### config.mk
export PLATFORM = sky130hd
export DESIGN_NAME = tsp_cmd_sequencer
export DESIGN_NICKNAME = d
export VERILOG_FILES = /design/src/rtl/tsp_cmd_sequencer.sv
export SDC_FILE = /design/constraint.sdc
export NUM_CORES = 1
export LEC_CHECK = 0
export CORE_ASPECT_RATIO = 1.75
export CORE_MARGIN = 3
export CORE_UTILIZATION = 42
export CTS_BUF_LIST = sky130_fd_sc_hd__clkbuf_16
export DETAILED_ROUTE_END_ITERATION = 12
export PLACE_DENSITY = 0.81
export SLEW_MARGIN = 20
export SYNTH_ARGS = -nofsm -noshare
export SYNTH_HDL_FRONTEND = slang
export SYNTH_SLANG_ARGS = --single-unit
### constraint.sdc
create_clock -name S_AXI_ACLK -period 2.5 [get_ports S_AXI_ACLK]
set_clock_uncertainty 0.15 [all_clocks]
set_input_delay 0.25 -clock S_AXI_ACLK [delete_from_list [all_inputs] [get_ports S_AXI_ACLK]]
set_output_delay 0.25 -clock S_AXI_ACLK [all_outputs]
set_load 0.01 [all_outputs]
### src/rtl/tsp_cmd_sequencer.sv
`default_nettype none
`timescale 1ns/1ps
// ============================================================================
//  Module   : tsp_cmd_sequencer
//  Purpose  : Owns the logic_ram register bus and expands one-shot job
//             requests (enable filter, load replacer packet, read captured
//             packet) into the exact INDEX/PID/CMD/STATUS/TS_DATA accesses.
//  Revision : 1.0 - initial release
// ============================================================================
module tsp_cmd_sequencer #(
  parameter int C_S_AXI_DATA_WIDTH = 32,
  parameter int OPT_MEM_ADDR_BITS  = 10,
  parameter int ALL_FILTERS_NUM    = 64,
  parameter int PACK_WORD_SIZE     = 47,
  parameter int POLL_TIMEOUT       = 1024
) (
  input  logic                            S_AXI_ACLK,
  input  logic                            S_AXI_ARESETN,
  input  logic                            req_valid,
  output logic                            req_ready,
  input  logic [1:0]                      req_op,
  input  logic [31:0]                     req_index,
  input  logic [31:0]                     req_pid,
  input  logic                            wr_word_valid,
  output logic                            wr_word_ready,
  input  logic [C_S_AXI_DATA_WIDTH-1:0]   wr_word,
  output logic                            rd_word_valid,
  output logic [C_S_AXI_DATA_WIDTH-1:0]   rd_word,
  output logic                            rd_word_last,
  output logic                            done,
  output logic                            error,
  output logic                            mem_wren,
  output logic                            mem_rden,
  output logic [OPT_MEM_ADDR_BITS:0]      mem_address,
  output logic [C_S_AXI_DATA_WIDTH-1:0]   mem_wdata,
  input  logic [C_S_AXI_DATA_WIDTH-1:0]   axi_rdata
);

  localparam int AW = OPT_MEM_ADDR_BITS + 1;
  localparam int DW = C_S_AXI_DATA_WIDTH;
  localparam int KW = $clog2(PACK_WORD_SIZE);

  // Register map
  localparam logic [AW-1:0] A_INDEX  = AW'(0);
  localparam logic [AW-1:0] A_PID    = AW'(1);
  localparam logic [AW-1:0] A_RUN    = AW'(2);
  localparam logic [AW-1:0] A_CMD    = AW'(3);
  localparam logic [AW-1:0] A_STATUS = AW'(4);
  localparam logic [AW-1:0] A_TS     = AW'(128);

  localparam logic [DW-1:0] CMD_WRITE_REPLACE = DW'(1);
  localparam logic [DW-1:0] CMD_READ_REQUEST  = DW'(2);

  localparam logic [1:0] OP_ENABLE = 2'd0;
  localparam logic [1:0] OP_LOAD   = 2'd1;
  localparam logic [1:0] OP_READ   = 2'd2;
  localparam logic [1:0] OP_RSVD   = 2'd3;

  localparam logic [KW-1:0] K_LAST    = KW'(PACK_WORD_SIZE - 1);
  localparam logic [15:0]   POLL_LAST = 16'(POLL_TIMEOUT - 1);

  typedef enum logic [3:0] {
    S_IDLE    = 4'd0,
    S_W_INDEX = 4'd1,
    S_W_PID   = 4'd2,
    S_W_CMD   = 4'd3,
    S_W_DATA  = 4'd4,
    S_W_RUN   = 4'd5,
    S_POLL    = 4'd6,
    S_R_DATA  = 4'd7,
    S_R_WAIT  = 4'd8,
    S_DONE    = 4'd9
  } state_t;

  state_t        state_q, state_d;
  logic [1:0]    op_q, op_d;
  logic [31:0]   index_q, index_d;
  logic [31:0]   pid_q, pid_d;
  logic [KW-1:0] k_q, k_d;
  logic [15:0]   poll_cnt_q, poll_cnt_d;
  logic          poll_first_q, poll_first_d;
  logic          err_q, err_d;
  logic          ready_q;
  logic          rdv_q;
  logic          rdl_q;

  logic          bad_req;
  logic          poll_sample;
  logic          status_ok;

  assign bad_req     = (req_index >= 32'(ALL_FILTERS_NUM)) || (req_op == OP_RSVD);
  // The first POLL cycle only issues the read; data is sampled from then on.
  assign poll_sample = !poll_first_q;
  assign status_ok   = (axi_rdata == DW'(1));

  // req_ready is registered so that it stays low while reset is asserted.
  assign req_ready     = ready_q;
  assign rd_word_valid = rdv_q;
  assign rd_word_last  = rdl_q;
  // Read data comes back one cycle after the address, so it is forwarded as-is.
  assign rd_word       = rdv_q ? axi_rdata : '0;

  // Next-state, job bookkeeping and bus outputs for the sequencer FSM.
  always_comb begin
    state_d       = state_q;
    op_d          = op_q;
    index_d       = index_q;
    pid_d         = pid_q;
    k_d           = k_q;
    poll_cnt_d    = poll_cnt_q;
    poll_first_d  = poll_first_q;
    err_d         = err_q;
    mem_wren      = 1'b0;
    mem_rden      = 1'b0;
    mem_address   = '0;
    mem_wdata     = '0;
    wr_word_ready = 1'b0;
    done          = 1'b0;
    error         = 1'b0;

    case (state_q)
      S_IDLE: begin
        if (req_valid && ready_q) begin
          op_d       = req_op;
          index_d    = req_index;
          pid_d      = req_pid;
          k_d        = '0;
          poll_cnt_d = '0;
          err_d      = bad_req;
          state_d    = bad_req ? S_DONE : S_W_INDEX;
        end
      end

      S_W_INDEX: begin
        mem_wren    = 1'b1;
        mem_address = A_INDEX;
        mem_wdata   = DW'(index_q);
        state_d     = (op_q == OP_READ) ? S_W_CMD : S_W_PID;
      end

      S_W_PID: begin
        mem_wren    = 1'b1;
        mem_address = A_PID;
        mem_wdata   = DW'(pid_q & 32'h0000_1FFF);
        state_d     = (op_q == OP_LOAD) ? S_W_CMD : S_W_RUN;
      end

      S_W_CMD: begin
        mem_wren    = 1'b1;
        mem_address = A_CMD;
        if (op_q == OP_LOAD) begin
          mem_wdata = CMD_WRITE_REPLACE;
          state_d   = S_W_DATA;
        end else begin
          mem_wdata    = CMD_READ_REQUEST;
          poll_first_d = 1'b1;
          poll_cnt_d   = '0;
          state_d      = S_POLL;
        end
      end

      S_W_DATA: begin
        wr_word_ready = 1'b1;
        mem_wren      = wr_word_valid;
        mem_address   = A_TS + AW'(k_q);
        mem_wdata     = wr_word;
        if (wr_word_valid) begin
          if (k_q == K_LAST) begin
            k_d     = '0;
            state_d = S_W_RUN;
          end else begin
            k_d = k_q + 1'b1;
          end
        end
      end

      S_W_RUN: begin
        mem_wren    = 1'b1;
        mem_address = A_RUN;
        mem_wdata   = DW'(1);
        state_d     = S_DONE;
      end

      S_POLL: begin
        // On the sample that would be the last allowed one, the read issued
        // now could never be looked at, so it is suppressed.
        mem_rden     = !(poll_sample && (poll_cnt_q == POLL_LAST));
        mem_address  = A_STATUS;
        poll_first_d = 1'b0;
        if (poll_sample) begin
          if (status_ok) begin
            k_d     = '0;
            state_d = S_R_DATA;
          end else if (poll_cnt_q == POLL_LAST) begin
            err_d   = 1'b1;
            state_d = S_DONE;
          end else begin
            poll_cnt_d = poll_cnt_q + 16'd1;
          end
        end
      end

      S_R_DATA: begin
        mem_rden    = 1'b1;
        mem_address = A_TS + AW'(k_q);
        if (k_q == K_LAST) begin
          k_d     = '0;
          state_d = S_R_WAIT;
        end else begin
          k_d = k_q + 1'b1;
        end
      end

      // Lets the final readback word come out before done.
      S_R_WAIT: begin
        state_d = S_DONE;
      end

      S_DONE: begin
        done    = 1'b1;
        error   = err_q;
        err_d   = 1'b0;
        state_d = S_IDLE;
      end

      default: begin
        state_d = S_IDLE;
      end
    endcase
  end

  // State, latched job fields and registered handshake/readback strobes.
  always_ff @(posedge S_AXI_ACLK or negedge S_AXI_ARESETN) begin
    if (!S_AXI_ARESETN) begin
      state_q      <= S_IDLE;
      op_q         <= 2'd0;
      index_q      <= '0;
      pid_q        <= '0;
      k_q          <= '0;
      poll_cnt_q   <= '0;
      poll_first_q <= 1'b0;
      err_q        <= 1'b0;
      ready_q      <= 1'b0;
      rdv_q        <= 1'b0;
      rdl_q        <= 1'b0;
    end else begin
      state_q      <= state_d;
      op_q         <= op_d;
      index_q      <= index_d;
      pid_q        <= pid_d;
      k_q          <= k_d;
      poll_cnt_q   <= poll_cnt_d;
      poll_first_q <= poll_first_d;
      err_q        <= err_d;
      ready_q      <= (state_d == S_IDLE);
      rdv_q        <= (state_q == S_R_DATA);
      rdl_q        <= (state_q == S_R_DATA) && (k_q == K_LAST);
    end
  end

endmodule
`default_nettype wire
* Word-level counts from Yosys, hierarchy flattened *
Index checks and enable logic that the tools add are counted.

word-level totals
  register bits = 78
  output and inout port bits = 83

operators by class
  $add $sub $neg = 3
  $lt $le $gt $ge = 1
  equal/unequal tests = 23
  multiplexer cells = 40
  reductions and logical operators = 20

operator list
  cell                     number
  $pmux W32 S5             1
  $mux W16                 5
  $pmux W16 S3             1
  $pmux W9 S5              1
  $eq A32 B1 Y1 const B    1
  $ge A32 B7 Y1 const B    1
  $mux W32                 1
  $mux W4                  8
  $pmux W4 S8              1
  $mux W6                  5
  $pmux W6 S4              1
  $add A16 B1 Y16 const B  1
  $eq A16 B10 Y1 const B   1
  $eq A4 B3 Y1 const B     4
  $ne A2 B2 Y1 const B     8
  $reduce_and A5 Y1        2
  $add A8 B6 Y9 const A    1
  $mux W1                  9
  $eq A4 B2 Y1 const B     2
  $eq A4 B4 Y1 const B     2
  $logic_not A4 Y1         2
  $add A6 B1 Y6 const B    1
  $eq A6 B6 Y1 const B     1
  $pmux W1 S2              3
  other kinds (16)         24

* Logic depth before layout (Yosys ltp) *
Gate-level depths: netlist (run 1).

  depth after elaboration = 6
  depth in mapped cells = 9
  mapped depth without buffers = 6

* Worst setup path before layout (run 1) *
Ideal clock, no wire load.

  path type = flip-flop to flip-flop
  start = register poll_cnt_q[0]
  end = register poll_cnt_q[12]
  library setup time = 0.124 ns
  arrival time = 1.845 ns
  slack = 0.381 ns
  stages on the path, launching flop included = 7
  buffers on the path = 0
  period minus slack after synthesis = 2.119 ns
  path through = dfrtp_1 ha_1 and4bb_1 nand4_1 o2111ai_1 o311a_1 a211o_1

on the way
  cells in the longest elaborated chain, start to end = 5
  elaborated cells on any way between the ends = 8
  those cells by class = add/sub (1); eq/ne (2); mux (4); reduce/logical (1)

RTL lines
  element                 line  source
  start, declared         80    logic [15:0] poll_cnt_q, poll_cnt_d;
  start signal, assigned  252   poll_cnt_q <= poll_cnt_d;
  $add A16 B1 Y16         198   poll_cnt_d = poll_cnt_q + 16'd1;
  $mux W16                194   end else if (poll_cnt_q == POLL_LAST) begin
  $mux W16                191   if (status_ok) begin
  $mux W16                190   if (poll_sample) begin
  $pmux W16 S3            121   case (state_q)

Parallel ways exist; a longest one is shown, timed or not. The select of a mux whose other input is x is not followed.
A chain may end at the register's enable or synchronous reset.

* Final worst setup path (run 1) *
  start = register state_q[0]
  end = output mem_rden

on the way
  cells in the longest elaborated chain, start to end = 2
  elaborated cells on any way between the ends = 3
  those cells by class = eq/ne (2); mux (1)

RTL lines
  element                 line  source
  start, declared         75    state_t state_q, state_d;
  start signal, assigned  247   state_q <= state_d;
  $eq A4 B3 Y1            121
  $pmux W1 S2 *           121
  end, declared           33    output logic mem_rden,

Mark *: on every way between the ends. The rest lies on a longest branch, timed or not.

==> reports/metrics.csv, run 1 <==
metric,value,unit
synth-edff-count,0,
swShare,0.366,
wl_per_cell,19.1,um
gp_congestion,0.814,
pwr_density_cell,868,nW/um^2
pwr-share-clk,0.185,
crit_start,state_q[0],
antenna_found_initial,0,
end_kind,output port,
reg2reg_from,state_q[0],
ant_nets,0,
seq_area_frac_synth,0.414,
maxCapViolCount,0,
setup_viol,0,
post-dp-hpwl,11400,um
worst_pin_slew,656,ps
io_buffer_count,193,
syn-instance-count,463,
vias_per_cell,5.86,
crit_family,buffers and inverters,
placedCellCount,790,
hp-class,in -> async,
finalNonFillerCells,824,
grt_overflow,0,
grt_pass1_wl,24800,um
synthToLayoutAreaGrowth,57.7,%
grt_pass1_vias,5054,
yosys.area.top_type,dfrtp_1,
whs,284,ps
dieArea,12600,sq um
routed_wl,15800,um
seq_power_share,0.312,
max_freq,406,MHz
status,"finished, final reports clean",
layout_min_cycle_time,2460,ps
crit_fanout,19,
tritoncts,done,
synth_top_cell_area_share,0.414,
die_w,86.1,um
cp.arrival,2060,ps
grt_max_degree,43,
n_antenna_cell,0,
via_count,4825,
final.period_utilization,0.986,
core_area,10800,sq um
cp.required,2100,ps
cellInternalPower,4.09,mW
ctsRootBufferMaster,clkbuf_16,
place_area,7020,sq um
critical_path_class,reg -> out,
drc_errors,0,
drt-initial-drc-count,381,
fin_nets,827,
final_cell_area,7440,sq um
yosysMostFrequentCell,dfrtp_1,
drive_above_1_share,0.231,
synthTopCellsByArea,"dfrtp_1 (41%), mux2_2 (9.3%), and2_1 (4.6%)",
crit_buf_inv,2,
slew_headroom,0.563,
fin_total_pwr,6.46,mW
clkTransAtPathRegs,60,ps
synth_flop_cell,dfrtp_1,
die_height,146,um
slowest_delay,550,ps
synth_cell_types,70,
hold_violations,0,
pin_count,217,
path_cells,buf_4 > nor4bb_4 > o21ai_0 > nand2_1 > clkdlybuf4s50_1,
synthTopCellsByCount,"dfrtp_1 (78), mux2_2 (39), and2_1 (35)",
initial_core_util,0.436,
cp_slowest_cell,clkdlybuf4s50_1,
track_usage,0.248,
p_sw,2.37,mW
first_pass_iters,6,
maxSlewViolCount,0,
final_util,0.688,
synthesis.area,4720,sq um
cts.sinks,78,
ys_seq_elements,78,
cts_made_buffers,9,
cp-start-kind,flip-flop,
power_frac_comb,0.503,
yosys_warnings,0,
peakVddDrop,0.676,mV
async_flop_share,1.00,
cts_max_path_buffers,2,
p_leak,3.38,nW
clkLatencyLatePin,340,ps
syn_avg_cell_area,10.2,sq um
row_count,50,
htreeDepth,3,
routing by layer:
layer	routed length [um]	track usage
met1	5330	0.245
met2	8730	0.469
met3	1130	0.0525
met4	565	0.124
met5	0	0
sequential cells by signal, indices dropped and copies added, names as in the netlist:
signal,flops
pid_q,13
rd_word_last,1
state_q,4
err_q,1
poll_cnt_q,16
req_ready,1
poll_first_q,1
rd_word_valid,1
index_q,32
k_q,6
op_q,2
per-stage QoR:
stage / setup slack, ps / TNS [ps]
finish: 36.2 / 0
global route: -37.8 / -137
CTS: 9.70 / 0
detailed placement: 22.6 / 0
global placement: 35.6 / 0
floorplan: 381 / 0
repair_timing:
action	4_1_cts	5_1_grt
buffers inserted	8	10
hold endpoints to repair	36	0
gates resized for setup	95	25
cloned	2	0
pin swaps	2	3
setup endpoints to repair	42	32
hold buffers	1	0
cells in the final DEF (no fill, tap or decap), types with 6 or more instances in the layout:
cell / instances
clkdlybuf4s50_1: 150
dfrtp_1: 76
buf_4: 42
mux2_2: 39
and2_1: 35
nand2_1: 25
inv_1: 21
a22o_1: 20
dlygate4sd2_1: 17
nor4_1: 16
nor2_1: 15
nand3_1: 12
buf_2: 12
mux2_1: 11
o21ai_0: 11
a222oi_1: 11
a21oi_1: 10
buf_12: 10
clkbuf_16: 9
nand4_1: 7
nor2b_1: 6
o21bai_1: 6
o211ai_1: 6
clkbuf_2: 6
worst paths after layout:
path                                       to  slack [ps]  depth (start not counted)
worst max-delay path                 mem_rden          40                          5
min in group S_AXI_ACLK             pid_q[12]         340                          1
worst min register to register      pid_q[12]         340                          1
max in group asynchronous       poll_cnt_q[0]        1290                          3
worst min-delay path                 pid_q[2]         280                          2
worst max register to register      req_ready          80                          8
cell families (layout without fill, tap and decap cells):
| kind of cell | after synthesis | after routing | synth area share |
|---|---|---|---|
| AND/OR/NAND/NOR | 160 | 160 | 0.198 |
| multiplexers | 55 | 55 | 0.130 |
| AO/OA/AOI/OAI | 106 | 106 | 0.185 |
| flip-flops | 78 | 78 | 0.414 |
| adder cells (fa/ha/maj) | 3 | 3 | 0.00796 |
| XOR/XNOR | 2 | 2 | 0.00371 |
| buffers and inverters | 58 | 286 | 0.0613 |
| other | 1 | 4 | 0.000795 |
worst register-to-register path, stage by stage (launching register included):
cell and delay (ps):
dfrtp_1 380, buf_4 220, nor4bb_4 350, buf_4 210, buf_4 180, nand2b_1 230, buf_4 240, o211ai_1 220
nor4_1 110
power groups by stage:
stage               sequential [mW]  clock, mW  combinational (mW)
CTS                            2.01       1.20                3.20
detailed placement             2.02          0                3.14
global placement               1.99          0                3.04
finish                         2.02       1.20                3.25
floorplan                      1.92          0                1.80
global route                   2.07       1.26                3.48
cell type report:
| cell class | count | area [sq um] |
|---|---|---|
| Sequential cell | 78 | 1950 |
| Inverter | 22 | 90.1 |
| Timing Repair Buffer | 249 | 2390 |
| Clock buffer | 9 | 225 |
| Fill cell | 821 | 3380 |
| Multi-Input combinational cell | 330 | 2580 |
| Clock inverter | 6 | 40.0 |
| Tap cell | 130 | 163 |
(Power assumes the default switching activity.)
==> run 2, diff against run 1 <==
--- a/config.mk
+++ b/config.mk
@@ -10,7 +10,7 @@
 export CORE_UTILIZATION = 42
 export CTS_BUF_LIST = sky130_fd_sc_hd__clkbuf_16
 export DETAILED_ROUTE_END_ITERATION = 12
-export PLACE_DENSITY = 0.81
+export PLACE_DENSITY_LB_ADDON = 0.3
 export SLEW_MARGIN = 20
 export SYNTH_ARGS = -nofsm -noshare
 export SYNTH_HDL_FRONTEND = slang
==> run 2 against run 1 <==
Clock-buffer cell count stayed put. Combinational power is 6% lower. Clock power is 13% higher. Critical path depth is 1 higher. Setup slack better by 20 ps. Non-clock buffer count is 11 lower. Utilization is 0.80 points lower. First-iteration DRC count is 22% lower. Worst hold slack better by 38 ps. Fmax is 0.82% higher. Total power is 0.21% lower. Largest power group unchanged.
==> reports/metrics.csv, run 2 (synthesis gave the netlist of run 1 again) <==
metric,value,unit
status,"finished, final reports clean",
tritoncts,done,
maxSlewViolCount,0,
clkLatencyLatePin,330,ps
largest_register,index_q,
via_count,4627,
grt_pass1_vias,5050,
layout_commonest_cell,clkdlybuf4s50_1,
drive_above_1_share,0.196,
regArea,1950,sq um
r2r_end,poll_cnt_q[9],
synthToLayoutAreaGrowth,55.9,%
ctsRootBufferMaster,clkbuf_16,
fin_total_pwr,6.45,mW
rsz0062_at_grt,yes,
largest_reg_flops,32,
initial_core_util,0.436,
grt_max_degree,46,
finalNonFillerCells,813,
crit_fanout,16,
first_pass_iters,5,
row_count,50,
cp-start-kind,flip-flop,
cp.arrival,2040,ps
setup_slack,56.2,ps
final.period_utilization,0.978,
cp.required,2100,ps
end_kind,output port,
worst_r2r_path_depth,6,
critical_path_class,reg -> out,
n_antenna_cell,0,
hp-class,in -> async,
drc_errors,0,
timing.critical_path.to,mem_wdata[8],
rrSetupSlack,100,ps
wl_per_cell,18.0,um
maxCapViolCount,0,
fin_tns_setup,0,ps
cp.depth,6,
fill_cells,863,
cts.sinks,78,
reg2reg_from,state_q[2],
clkTransAtPathRegs,60,ps
reg_top3,"index_q (32), poll_cnt_q (16), pid_q (13)",
cts_made_buffers,9,
pin_count,217,
slowest_delay,590,ps
layout_min_cycle_time,2440,ps
p_leak,3.28,nW
track_usage,0.235,
dieArea,12600,sq um
path_cells,or4b_4 > inv_6 > buf_12 > a222oi_1 > inv_1 > dlygate4sd2_1,
crit_start,state_q[0],
cts_max_path_buffers,2,
max_freq,409,MHz
io_buffer_count,193,
crit_family,buffers and inverters,
setup_viol,0,
worst_pin_slew,672,ps
pre_cts_slack,-4.52,ps
crit_buf_inv,4,
whs,322,ps
cp_slowest_cell,or4b_4,
final_cell_mix,"clkdlybuf4s50_1 (152), dfrtp_1 (77), mux2_2 (39), buf_4 (39), and2_1 (35)",
hold_violations,0,
post-dp-hpwl,11200,um
die_height,146,um
peakVddDrop,0.683,mV
multi_input_area,2530,sq um
routed_wl,14600,um
drt-initial-drc-count,298,
vias_per_cell,5.69,
placedCellCount,790,
fin_nets,816,
core_area,10800,sq um
gp_congestion,0.833,
die_w,86.1,um
ant_nets,0,
grt_pass1_wl,23600,um
antenna_found_initial,0,
grt_overflow,0,
slew_headroom,0.552,
pwr_density_cell,876,nW/um^2
htreeDepth,3,
-- run 2: changes by cell type in the layout (fill, tap and decap cells not counted), sizes merged --
cell | previous run | this run
dlygate4sd2 | 17 | 21
clkdlybuf4s15 | 3 | 15
clkbuf | 15 | 13
bufinv | 0 | 2
clkdlybuf4s50 | 150 | 152
dlymetal6s2s | 3 | 0
buf | 69 | 45
clkinv | 6 | 4
-- run 2: metal layers --
metal	wire, um	GRT usage	vias up	share of wire
met5	0	0	-	0
met4	302	0.0840	0	0.021
met2	8340	0.456	206	0.57
met3	1170	0.0621	25	0.080
met1	4820	0.229	2235	0.33
li1	-	-	2161	-
-- run 2: layout make-up --
| class | count | share of cell area |
|---|---|---|
| repair buffers | 238 | 0.315 |
| multi-input cells | 330 | 0.344 |
| clock inverters | 6 | 0.0105 |
| inverters | 22 | 0.0119 |
| well taps | 130 | 0.0221 |
| clock buffers | 9 | 0.0306 |
| flip-flops and latches | 78 | 0.266 |
-- run 2: worst min path at each step --
| stage | start | to | slack, ps | cells after the start |
|---|---|---|---|---|
| finish | S_AXI_ARESETN | index_q[23] | 320 | 2 |
| global route | index_q[10] | index_q[10] | 360 | 1 |
| floorplan | S_AXI_ARESETN | err_q | -200 | 0 |
| detailed placement | S_AXI_ARESETN | index_q[23] | 150 | 1 |
| global placement | S_AXI_ARESETN | index_q[23] | 140 | 1 |
| CTS | S_AXI_ARESETN | index_q[23] | 330 | 2 |
-- run 2: per-stage QoR --
stage / utilization / area (sq um)
after global routing: 0.680 / 7360
after CTS: 0.676 / 7320
after global placement: 0.645 / 6980
after floorplan: - / 4730
final: 0.680 / 7360
after detailed placement: 0.645 / 6980
-- run 2: what timing repair did --
action,4_1_cts,5_1_grt
hold endpoints to repair,43,0
cloned,1,0
resized for setup,69,13
setup buffers,0,6
hold buffers,1,0
endpoints found under the setup margin,41,25
pin swaps,0,2
-- run 2: power breakdown --
| group | total, mW | internal, mW | switching [mW] |
|---|---|---|---|
| sequential | 2.03 | 1.72 | 0.309 |
| combinational | 3.07 | 1.65 | 1.42 |
| clock | 1.35 | 0.858 | 0.491 |
| total | 6.45 | 4.22 | 2.22 |
==> run 3, diff against run 2 <==
==> constraint.sdc (replaced) <==
create_clock -name S_AXI_ACLK -period 2.5 [get_ports S_AXI_ACLK]
set_clock_uncertainty 0.15 [all_clocks]
set_input_delay 0.375 -clock S_AXI_ACLK [delete_from_list [all_inputs] [get_ports S_AXI_ACLK]]
set_output_delay 0.375 -clock S_AXI_ACLK [all_outputs]
set_load 0.01 [all_outputs]
==> run 3 against run 2 <==
The flow now finishes with violations (setup timing). Sequential share of layout area down 0.46 points. Largest cell class unchanged. Flip-flop and latch count unchanged. Wire length up 4.5%. Clock-buffer cell count unchanged. Non-clock buffer count up 14. Critical path depth up 1. Worst hold slack better by 12 ps.
==> reports/metrics.csv, run 3 (synthesis gave the netlist of run 1 again) <==
metric,value,unit
status,finished with violations,
violations,setup timing,
wl_per_cell,18.5,um
crit_start,state_q[3],
fill_cells,792,
cp.arrival,1990,ps
row_count,50,
drive_above_1_share,0.244,
initial_core_util,0.436,
grt_max_degree,55,
synthToLayoutAreaGrowth,58.5,%
via_count,4759,
drc_errors,0,
peakVddDrop,0.716,mV
path_cells,or4b_4 > clkinv_4 > buf_8 > buf_12 > buf_6 > a22o_1 > buf_2,
maxCapViolCount,0,
clkLatencyLatePin,330,ps
largest_register,index_q,
whs,334,ps
track_usage,0.239,
crit_family,simple AND/OR/NAND/NOR gates,
cts_made_buffers,9,
p_leak,3.39,nW
max_freq,398,MHz
final_cell_area,7480,sq um
grt_pass1_vias,4953,
hold_violations,0,
ant_nets,0,
slowest_delay,590,ps
hp-class,in -> async,
io_buffer_count,193,
finalNonFillerCells,828,
layout_commonest_cell,clkdlybuf4s50_1,
antenna_found_initial,0,
vias_per_cell,5.75,
reg_top3,"index_q (32), poll_cnt_q (16), pid_q (13)",
final_cell_mix,"clkdlybuf4s50_1 (149), dfrtp_1 (78), buf_4 (42)",
placedCellCount,802,
die_w,86.1,um
core_area,10800,sq um
dieArea,12600,sq um
maxSlewViolCount,0,
ctsRootBufferMaster,clkbuf_16,
final_util,0.691,
pin_count,217,
drt-initial-drc-count,289,
grt_pass1_wl,24200,um
final.period_utilization,1.00,
largest_reg_flops,32,
cts_max_path_buffers,2,
cp_slowest_cell,or4b_4,
critical_path_class,reg -> out,
grt_overflow,0,
end_kind,output port,
htreeDepth,3,
tritoncts,done,
die_height,146,um
gp_congestion,0.854,
cp-start-kind,flip-flop,
clkTransAtPathRegs,60,ps
pwr_density_cell,877,nW/um^2
first_pass_iters,7,
crit_buf_inv,5,
n_antenna_cell,0,
fin_nets,830,
pre_cts_slack,-176,ps
setup_viol,2,
rsz0062_at_grt,yes,
cp.required,1980,ps
crit_fanout,6,
setup_slack,-10.8,ps
place_area,7080,sq um
cts.sinks,78,
routed_wl,15300,um
layout_min_cycle_time,2510,ps
post-dp-hpwl,11200,um
reg2reg_from,state_q[3],
run 3: path summary, 6_finish.rpt:
check / to / slack, ps / cells past startpoint
hold / removal: index_q[23] / 330 / 2
max in group asynchronous: poll_cnt_q[4] / 1240 / 3
hold reg to reg: index_q[11] / 350 / 1
setup reg to reg: poll_cnt_q[14] / 120 / 8
setup / recovery: mem_wdata[25] / -10 / 7
min in group S_AXI_ACLK: index_q[11] / 350 / 1
run 3: repair_timing:
action,in CTS,in global routing
buffers inserted,5,3
endpoints found under the hold margin,24,0
resized for setup,150,22
setup endpoints to repair,42,36
cloned,2,1
hold buffers,1,0
pin swaps,10,7
run 3: cell type report:
cell class              instances  area, sq um  area share
clock inverters                 7         75.1      0.0100
repair buffers                252         2380       0.319
multi-input cells             330         2590       0.347
clock buffers                   9          225      0.0301
inverters                      22         87.6      0.0117
well taps                     130          163      0.0217
flip-flops and latches         78         1950       0.261
run 3: power by group:
part | total, mW | switching, mW | internal [mW]
logic | 3.23 | 1.51 | 1.72
registers | 2.02 | 0.304 | 1.71
clock network | 1.32 | 0.539 | 0.776
total | 6.56 | 2.36 | 4.21
run 3: routing by layer:
layer / wire length [um] / vias to the layer above / part of all wire / global-route usage
met4: 317 / 0 / 0.021 / 0.0769
met2: 8720 / 215 / 0.57 / 0.469
met5: 0 / - / 0 / 0
met1: 5130 / 2320 / 0.34 / 0.240
li1: - / 2203 / - / -
met3: 1120 / 21 / 0.073 / 0.0503
run 3: per-stage QoR:
stage          setup TNS, ps  total power, mW
3_5_place_dp           -1620             5.19
5_1_grt                 -296             6.94
2_1_floorplan              0             3.72
4_1_cts                 -710             6.54
6_report               -14.3             6.56
3_3_place_gp            -609             5.07
